## src/rtl/ann_stream_loader_if.sv

```systemverilog
// rtl/ann_stream_loader_if.sv - byte stream valid/ready bundle feeding the ANN loader
interface ann_stream_loader_if;
  logic       s_valid;
  logic       s_ready;
  logic [7:0] s_data;
  logic       s_last;

  modport master (output s_valid, s_data, s_last, input s_ready);
  modport slave  (input s_valid, s_data, s_last, output s_ready);
endinterface

```

## src/rtl/ann_stream_loader.sv

```systemverilog
// rtl/ann_stream_loader.sv - byte stream to classifier memory writer, start/done sequencer
// Optional done-wait watchdog: ANN_LOADER_TIMEOUT_EN
module ann_stream_loader #(
  parameter int ADDR_W         = 14,
  parameter int IMG_BYTES      = 784,
  parameter int MEM_DEPTH      = 16384,
  parameter int TIMEOUT_CYCLES = 1000000
) (
  input  logic              clk,
  input  logic              rst_n,
  ann_stream_loader_if.slave s,
  output logic              wr_en,
  output logic [ADDR_W-1:0] wr_addr,
  output logic [7:0]        wr_data,
  output logic              start,
  input  logic              done_in,
  input  logic [3:0]        class_in,
  output logic              result_valid,
  output logic [3:0]        result_class,
  output logic              busy,
  output logic              err_short,
  output logic              err_overflow,
  output logic              err_timeout
);

  localparam int CNT_W = $clog2(MEM_DEPTH + 1);
  localparam logic [CNT_W-1:0] MEM_T = CNT_W'(MEM_DEPTH);
  localparam logic [CNT_W:0]   IMG_T = (CNT_W + 1)'(IMG_BYTES);

  typedef enum logic [2:0] {IDLE, LOAD, DRAIN, START, WAIT_DONE} state_t;

  state_t            state_q;
  logic [CNT_W-1:0]  count_q;
  logic              wr_en_q;
  logic [ADDR_W-1:0] wr_addr_q;
  logic [7:0]        wr_data_q;
  logic              start_q;
  logic              result_valid_q;
  logic [3:0]        result_class_q;
  logic              err_short_q;
  logic              err_overflow_q;
  logic              xfer;
  logic [CNT_W:0]    total_d;

`ifdef ANN_LOADER_TIMEOUT_EN
  localparam int TMO_W = $clog2(TIMEOUT_CYCLES + 1);
  localparam logic [TMO_W-1:0] TMO_LAST = TMO_W'(TIMEOUT_CYCLES - 1);
  logic [TMO_W-1:0] tmo_q;
  logic             err_timeout_q;
  assign err_timeout = err_timeout_q;
`else
  // Never true; the parameter stays referenced with the watchdog compiled out
  assign err_timeout = (TIMEOUT_CYCLES < 0);
`endif

  assign s.s_ready = rst_n && (state_q == IDLE || state_q == LOAD || state_q == DRAIN);
  assign xfer      = s.s_valid && s.s_ready;
  // Stream length including the byte currently being accepted
  assign total_d   = {1'b0, count_q} + (CNT_W + 1)'(1);

  always_ff @(posedge clk or negedge rst_n) begin
    if (!rst_n) begin
      state_q        <= IDLE;
      count_q        <= '0;
      wr_en_q        <= 1'b0;
      wr_addr_q      <= '0;
      wr_data_q      <= '0;
      start_q        <= 1'b0;
      result_valid_q <= 1'b0;
      result_class_q <= '0;
      err_short_q    <= 1'b0;
      err_overflow_q <= 1'b0;
`ifdef ANN_LOADER_TIMEOUT_EN
      tmo_q          <= '0;
      err_timeout_q  <= 1'b0;
`endif
    end else begin
      wr_en_q        <= 1'b0;
      start_q        <= 1'b0;
      result_valid_q <= 1'b0;
      case (state_q)
        IDLE, LOAD: begin
          if (xfer) begin
            if (state_q == IDLE) begin
              err_short_q    <= 1'b0;
              err_overflow_q <= 1'b0;
`ifdef ANN_LOADER_TIMEOUT_EN
              err_timeout_q  <= 1'b0;
`endif
            end
            if (count_q != MEM_T) begin
              wr_en_q   <= 1'b1;
              wr_addr_q <= ADDR_W'(count_q);
              wr_data_q <= s.s_data;
              count_q   <= count_q + CNT_W'(1);
              if (!s.s_last) begin
                state_q <= LOAD;
              end else if (total_d < IMG_T) begin
                err_short_q <= 1'b1;
                count_q     <= '0;
                state_q     <= IDLE;
              end else begin
                state_q <= START;
              end
            end else begin
              // Memory full: this byte and the rest of the stream are dropped
              err_overflow_q <= 1'b1;
              if (s.s_last) begin
                count_q <= '0;
                state_q <= IDLE;
              end else begin
                state_q <= DRAIN;
              end
            end
          end
        end
        DRAIN: begin
          if (xfer && s.s_last) begin
            count_q <= '0;
            state_q <= IDLE;
          end
        end
        START: begin
          start_q <= 1'b1;
          count_q <= '0;
`ifdef ANN_LOADER_TIMEOUT_EN
          tmo_q   <= '0;
`endif
          state_q <= WAIT_DONE;
        end
        WAIT_DONE: begin
          // start_q is high during the start cycle; done_in there is ignored
          if (!start_q) begin
            if (done_in) begin
              result_class_q <= class_in;
              result_valid_q <= 1'b1;
              state_q        <= IDLE;
            end
`ifdef ANN_LOADER_TIMEOUT_EN
            else if (tmo_q == TMO_LAST) begin
              err_timeout_q <= 1'b1;
              state_q       <= IDLE;
            end else begin
              tmo_q <= tmo_q + TMO_W'(1);
            end
`endif
          end
        end
        default: state_q <= IDLE;
      endcase
    end
  end

  assign wr_en        = wr_en_q;
  assign wr_addr      = wr_addr_q;
  assign wr_data      = wr_data_q;
  assign start        = start_q;
  assign result_valid = result_valid_q;
  assign result_class = result_class_q;
  assign busy         = (state_q != IDLE);
  assign err_short    = err_short_q;
  assign err_overflow = err_overflow_q;

endmodule

```

## src/flat_wrapper.sv

```systemverilog
// flat-port wrapper written by rule: the top's interface ports become plain ports
module ann_stream_loader_flat 
#(
  parameter int ADDR_W         = 14,
  parameter int IMG_BYTES      = 784,
  parameter int MEM_DEPTH      = 16384,
  parameter int TIMEOUT_CYCLES = 1000000
)
  (clk, rst_n, wr_en, wr_addr, wr_data, start, done_in, class_in, result_valid, result_class, busy, err_short, err_overflow, err_timeout, s_s_valid, s_s_data, s_s_last, s_s_ready);
  ann_stream_loader_if s_i ();
  input  logic clk;
  input  logic rst_n;
  output logic wr_en;
  output logic [ADDR_W-1:0] wr_addr;
  output logic [7:0] wr_data;
  output logic start;
  input  logic done_in;
  input  logic [3:0] class_in;
  output logic result_valid;
  output logic [3:0] result_class;
  output logic busy;
  output logic err_short;
  output logic err_overflow;
  output logic err_timeout;
  input wire logic [$bits(s_i.s_valid)-1:0] s_s_valid;
  input wire logic [$bits(s_i.s_data)-1:0] s_s_data;
  input wire logic [$bits(s_i.s_last)-1:0] s_s_last;
  output wire logic [$bits(s_i.s_ready)-1:0] s_s_ready;
  assign s_i.s_valid = s_s_valid;
  assign s_i.s_data = s_s_data;
  assign s_i.s_last = s_s_last;
  assign s_s_ready = s_i.s_ready;
  ann_stream_loader #(.ADDR_W(ADDR_W), .IMG_BYTES(IMG_BYTES), .MEM_DEPTH(MEM_DEPTH), .TIMEOUT_CYCLES(TIMEOUT_CYCLES)) u_core (.clk(clk), .rst_n(rst_n), .s(s_i), .wr_en(wr_en), .wr_addr(wr_addr), .wr_data(wr_data), .start(start), .done_in(done_in), .class_in(class_in), .result_valid(result_valid), .result_class(result_class), .busy(busy), .err_short(err_short), .err_overflow(err_overflow), .err_timeout(err_timeout));
endmodule
```

## config.mk

```make
export PLATFORM = sky130hd
export DESIGN_NAME = ann_stream_loader_flat
export DESIGN_NICKNAME = d
export VERILOG_FILES = /design/src/rtl/ann_stream_loader_if.sv /design/src/rtl/ann_stream_loader.sv /design/src/flat_wrapper.sv
export SDC_FILE = /design/constraint.sdc
export NUM_CORES = 1
export LEC_CHECK = 0
export BUFFER_PORTS_ARGS = -buffer_cell sky130_fd_sc_hd__buf_4
export CAP_MARGIN = 20
export CORE_ASPECT_RATIO = 0.6
export CORE_MARGIN = 2
export CORE_UTILIZATION = 54
export CTS_BUF_LIST = sky130_fd_sc_hd__clkbuf_16
export DETAILED_ROUTE_END_ITERATION = 8
export GPL_ROUTABILITY_DRIVEN = 0
export PLACE_DENSITY = 0.81
export SLEW_MARGIN = 20
export SYNTH_ARGS = -nofsm -noshare
export SYNTH_HDL_FRONTEND = slang
export SYNTH_SLANG_ARGS = --single-unit
export TNS_END_PERCENT = 30
```

## constraint.sdc

```tcl
create_clock -name clk -period 3.35 [get_ports clk]
set_input_delay 0.5025 -clock clk [delete_from_list [all_inputs] [get_ports clk]]
set_output_delay 0.5025 -clock clk [all_outputs]
set_load 0.1 [all_outputs]
```

* Word level (Yosys, flattened, before mapping)
Index checks and enable logic that the tools add are counted.
** Operators by class
- Add/sub/neg operators :: 2
- Mux-type cells :: 29
- Shift operators :: 0
- Reduce and logical (&&, ||, !) cells :: 15
- Eq/ne operators :: 11
- Bitwise operators :: 1
- Multiply operators :: 0
- Divide/modulo/power cells :: 0
- $lt $le $gt $ge :: 1
** Operators with widths (count)
- 15-bit 2-to-1 mux :: 6
- 15-bit case mux with 3 select lines :: 1
- 3-bit 2-to-1 mux :: 6
- 15-bit by 1-bit adder with 16-bit output, second input constant :: 1
- 16-bit by 10-bit less-than comparator with 1-bit output, second input constant :: 1
- 15-bit by 1-bit adder with 15-bit output, second input constant :: 1
- 15-bit != test, second input constant :: 1
- 1-bit 2-to-1 mux :: 13
- 3-bit case mux with 4 select lines :: 1
- 3-bit AND reduction :: 3
- 4-bit AND reduction :: 2
- 3-bit by 2-bit == test with 1-bit output, second input constant :: 2
- 2-bit != test, second input constant :: 3
- 3-bit nonzero test :: 2
- 2-bit 2-to-1 mux :: 2
- 2-bit by 1-bit != test with 1-bit output, second input constant :: 2
- 3-bit by 1-bit == test with 1-bit output, second input constant :: 1
- 3-bit == test, second input constant :: 1
- 1-bit logical AND :: 3
- 3-bit zero test :: 1
- 3-bit by 2-bit != test with 1-bit output, second input constant :: 1
- 1-bit logical OR :: 2
- 2-bit AND reduction :: 1
- 2-bit OR reduction :: 1
- 1-bit NOT :: 1
** Word-level totals
- Flip-flop bits (word level) :: 49
- Memories kept :: 0
- ROM bits :: 0
- Memory bits (writable) :: 0
- Latch bits :: 0

* Logic depth before layout (Yosys ltp)
- Depth after elaboration :: 8
- Gate-level depth with buffers :: 11

* Worst setup path after synthesis
Ideal clock, no wire load.
- Path type :: register -> register
- From :: register u_core.count_q[0]
- To :: register u_core.count_q[7]
- Setup slack :: 1009 ps
- Data required time :: 3213 ps
- Stages on the path, launching flop included :: 9
- Library setup time :: 137 ps
- Path buffers :: 1
- Arrival time :: 2204 ps
- Path through :: dfrtp_1 > ha_1 > nand3_1 > nor3_1 > a31oi_1 > a2111o_1 > buf_6 > o2111ai_1 > o311ai_1
** Between the ends
- Word-level cells in the longest chain between the ends :: 7
** Ends and longest elaborated chain
- start, declared :: RTL line ann_stream_loader.sv:33 : logic [CNT_W-1:0] count_q;
- start signal, assigned :: RTL line ann_stream_loader.sv:95 : count_q <= count_q + CNT_W'(1);
- 15-bit by 1-bit adder with 16-bit output :: RTL line ann_stream_loader.sv:59 : assign total_d = {1'b0, count_q} + (CNT_W + 1)'(1);
- 16-bit by 10-bit less-than comparator with 1-bit output :: RTL line ann_stream_loader.sv:98 : end else if (total_d < IMG_T) begin
- 15-bit 2-to-1 mux :: RTL line ann_stream_loader.sv:98
- 15-bit 2-to-1 mux :: RTL line ann_stream_loader.sv:96 : if (!s.s_last) begin
- 15-bit 2-to-1 mux :: RTL line ann_stream_loader.sv:91 : if (count_q != MEM_T) begin
- 15-bit 2-to-1 mux :: RTL line ann_stream_loader.sv:83 : if (xfer) begin
- 15-bit case mux with 3 select lines :: RTL line ann_stream_loader.sv:81 : case (state_q)
Parallel ways exist; a longest one is shown, timed or not. The select of a mux whose other input is x is not followed.
A chain may end at the register's enable or synchronous reset.

* Final worst setup path
- From :: register u_core.count_q[0]
- To :: register u_core.count_q[12]
Same word-level chain as after synthesis.

==> flow_summary_export.csv <==
group,metric,value,unit
synth,yosysTopAreaCell,"dfrtp_1",
floorplan,core,0.00452,mm2
pwr,p_clk_share,22.8,%
synth,synthMuxAreaShare,0.849,%
synth,ys_seq_area_share,49.0,%
layout,fin_util,66.8,%
floorplan,start_util,55.5,%
detailed_routing,wire_per_inst,14.7,um
floorplan,io_pins,51,
layout,num_antenna_cells,0,
floorplan,rows,19,
setup_path,critPathRequiredTime,3.48,ns
floorplan,fp.dieArea,0.00522,mm2
floorplan,fp.dieW,91.9,um
synth,synth.area.top_cells,"dfrtp_1 (49%), nand2_1 (15%), o21ai_0 (3.4%), nand3_1 (2.0%), nor3_1 (1.8%)",
timing,tns,0,ns
detailed_routing,drt_pass1_iterations,4,
synth,synth_common_cells,"nand2_1 (103), dfrtp_1 (49), o21ai_0 (17)",
timing,min_period_over_period,90.3,%
pwr,cellPowerDensity,819,mW/mm2
clock_network,ctsResizeCount,0,
synth,avgSynthCellArea,8.55,um2
timing,drv_slew,0,
timing,setup_violations,0,
setup_path,cp-startpoint,"u_core.count_q[0]",
timing,hold_viol_final,0,
timing,post-route-min-period,3.02,ns
detailed_routing,drtIter0Drc,174,
min_path,hp-class,"in -> async",
setup_path,cp.arrival,3.16,ns
clock_network,post_cts_buffers,0,
global_routing,antenna_found_initial,0,
pwr,combPwrFrac,45.5,%
pwr,vdd_drop_max,0.602,mV
setup_path,cp_max_fo,12,
layout,drive_gt1_share,20.1,%
clock_network,cts_made_buffers,5,
global_routing,grt_max_degree,51,
clock_network,clk_latency,0.29,ns
synth,synth-simple-area-share,27.9,%
synth,ys_warn_count,0,
layout,fillers,380,
synth,synth_top_area_share,49.0,%
pwr,power.internal,1.26,mW
layout,area_growth,20.5,%
clock_network,cts_num_sinks,49,
synth,synth_compound_area_share,14.4,%
run,drv_cap,0,
clock_network,cts_tree,"built",
timing,fin_skew,0.00486,ns
setup_path,end_kind,"flip-flop",
floorplan,die_h,56.8,um
clock_network,clk_pin_slew_worst_paths,0.07,ns
detailed_routing,routed_wirelength,5.76,mm
synth,syn_area,0.00250,mm2
pwr,swShare,49.0,%
placed_design,portBuffers,49,
clock_network,cts.hold.buffers_added,0,
synth,synth-adder-area-share,0.999,%
setup_path,setup.worst_path.start_class,"flip-flop",
timing,max_slew.worst_pin.slew,1.00,ns
clock_network,root_buffer,"clkbuf_16",
synth,synth_cell_type_count,58,
global_routing,grt_overflow,0,
setup_path,crit_type,"reg -> reg",
clock_network,cts_buffer_depth,2,
run_status,outcome,"completed",
synth,synth_xor_area_share,1.05,%
synth,synth_top_family_by_area,"simple AND/OR/NAND/NOR gates",
synth,async_reset_ff_share,100,%
timing,rsz0062_at_grt,"no",
pwr,p_leak,1.49,nW
global_routing,grt_usage,23.8,%
synth,synth_edf_count,0,
synth,synth.most_common_cell,"nand2_1",
timing,max_freq,0.331,GHz
pwr,seqPwrFrac,31.7,%
detailed_routing,via_per_inst,5.67,
synth,syn_nets,312,
setup_path,reg2reg_from,"u_core.count_q[0]",
placed_design,hpwl,3.89,mm
synth,ys_seq_elements,49,
detailed_routing,vias,2221,
detailed_routing,ant_nets,0,
timing,timing.hold.ws,0.324,ns
detailed_routing,drc,0,
layout,fin_nets,347,
clock_network,cts-htree-levels,2,
pwr,p_switching,1.21,mW
global_routing,grt_pass1_wl,9.80,mm
timing,relSlewSlack,33.0,%
synth,synth-main-ff-cell,"dfrtp_1",
synth,synthCells,293,
global_routing,first_global_vias,1974,
==> worst max-delay path, cell delays in order (launching register included) <==
cell      delay [ns]
dfrtp_1         0.45
ha_1            0.31
nand3_1         0.24
nor3_1          0.50
a31oi_1         0.16
a2111o_1        0.62
o21ai_4         0.38
o311ai_0        0.20
==> stage by stage <==
stage,cells,setup slack (ns),power [mW],instance area (um2)
global route,392,0.163,2.58,3020
floorplan,293,1.01,1.68,2500
CTS,392,0.415,2.48,3020
finish,392,0.327,2.47,3020
detailed placement,384,0.410,1.92,2850
global placement,384,0.641,1.91,2850
==> sequential cells by signal, summed over array words and instances (netlist names) <==
| register | flops |
|---|---|
| u_core.count_q | 15 |
| u_core.result_valid | 1 |
| u_core.result_class | 4 |
| u_core.wr_en | 1 |
| u_core.err_overflow | 1 |
| u_core.err_short | 1 |
| u_core.state_q | 3 |
| u_core.wr_data | 8 |
| u_core.wr_addr | 14 |
| u_core.start | 1 |
==> final timing paths <==
kind	end	slack, ns	cells past startpoint
setup / recovery	u_core.count_q[12]	0.33	7
hold / removal	u_core.err_overflow	0.32	2
setup reg to reg	u_core.count_q[12]	0.33	7
hold reg to reg	u_core.result_class[0]	0.48	2
max in group asynchronous	u_core.wr_data[4]	2.63	2
min in group clk	u_core.result_class[2]	0.40	3
==> per-layer routing <==
metal	global-route usage, %	vias to the layer above	wire length [um]
li1	-	1070	-
met1	36.7	1074	2810
met2	34.3	71	2520
met3	6.04	6	382
met4	4.48	0	48
met5	0	-	0
==> final cells by class <==
type / count / area, um2 / share of cell area [%]
repair buffers: 51 / 383 / 12.7
well taps: 63 / 78.8 / 2.61
multi-input cells: 214 / 1140 / 37.7
flip-flops and latches: 49 / 1230 / 40.6
inverters: 7 / 26.3 / 0.871
clock inverters: 3 / 41.3 / 1.37
clock buffers: 5 / 125 / 4.15
==> power by group through the flow <==
stage / logic, mW / clock network (mW) / registers, mW
2_1_floorplan: 0.215 / 0 / 1.46
3_3_place_gp: 1.12 / 0 / 0.790
3_5_place_dp: 1.13 / 0 / 0.794
4_1_cts: 1.13 / 0.569 / 0.785
5_1_grt: 1.17 / 0.605 / 0.803
6_report: 1.12 / 0.563 / 0.785
==> kinds of logic (layout without fill, tap and decap cells) <==
kind of cell | count (synthesis) | in the layout
simple gates | 155 | 155
mux | 2 | 2
buf+inv | 30 | 66
compound gates | 51 | 51
fa+ha+maj | 2 | 2
other cells | 1 | 1
xor+xnor | 3 | 3
flops | 49 | 49
==> cells in the final DEF (no fill, tap or decap), types with 2 or more instances in the layout <==
cell type / Yosys / layout
a211oi_1: 2 / 2
nor2_1: 6 / 6
nand3_1: 10 / 10
nor3_1: 9 / 9
nand2_1: 103 / 103
buf_4: 3 / 51
and2_1: 2 / 2
clkbuf_16: 0 / 5
nor3b_1: 4 / 4
o311ai_1: 2 / 2
o2111ai_1: 3 / 3
dfrtp_1: 49 / 49
nor4_1: 3 / 3
inv_1: 7 / 7
a31oi_1: 3 / 3
o211ai_1: 4 / 4
a21oi_1: 2 / 2
o221ai_1: 2 / 2
o21ai_0: 17 / 17
xnor2_1: 2 / 2
nand4_1: 2 / 2
ha_1: 2 / 2
or3_1: 4 / 4
Power figures use the tool's default switching activity.
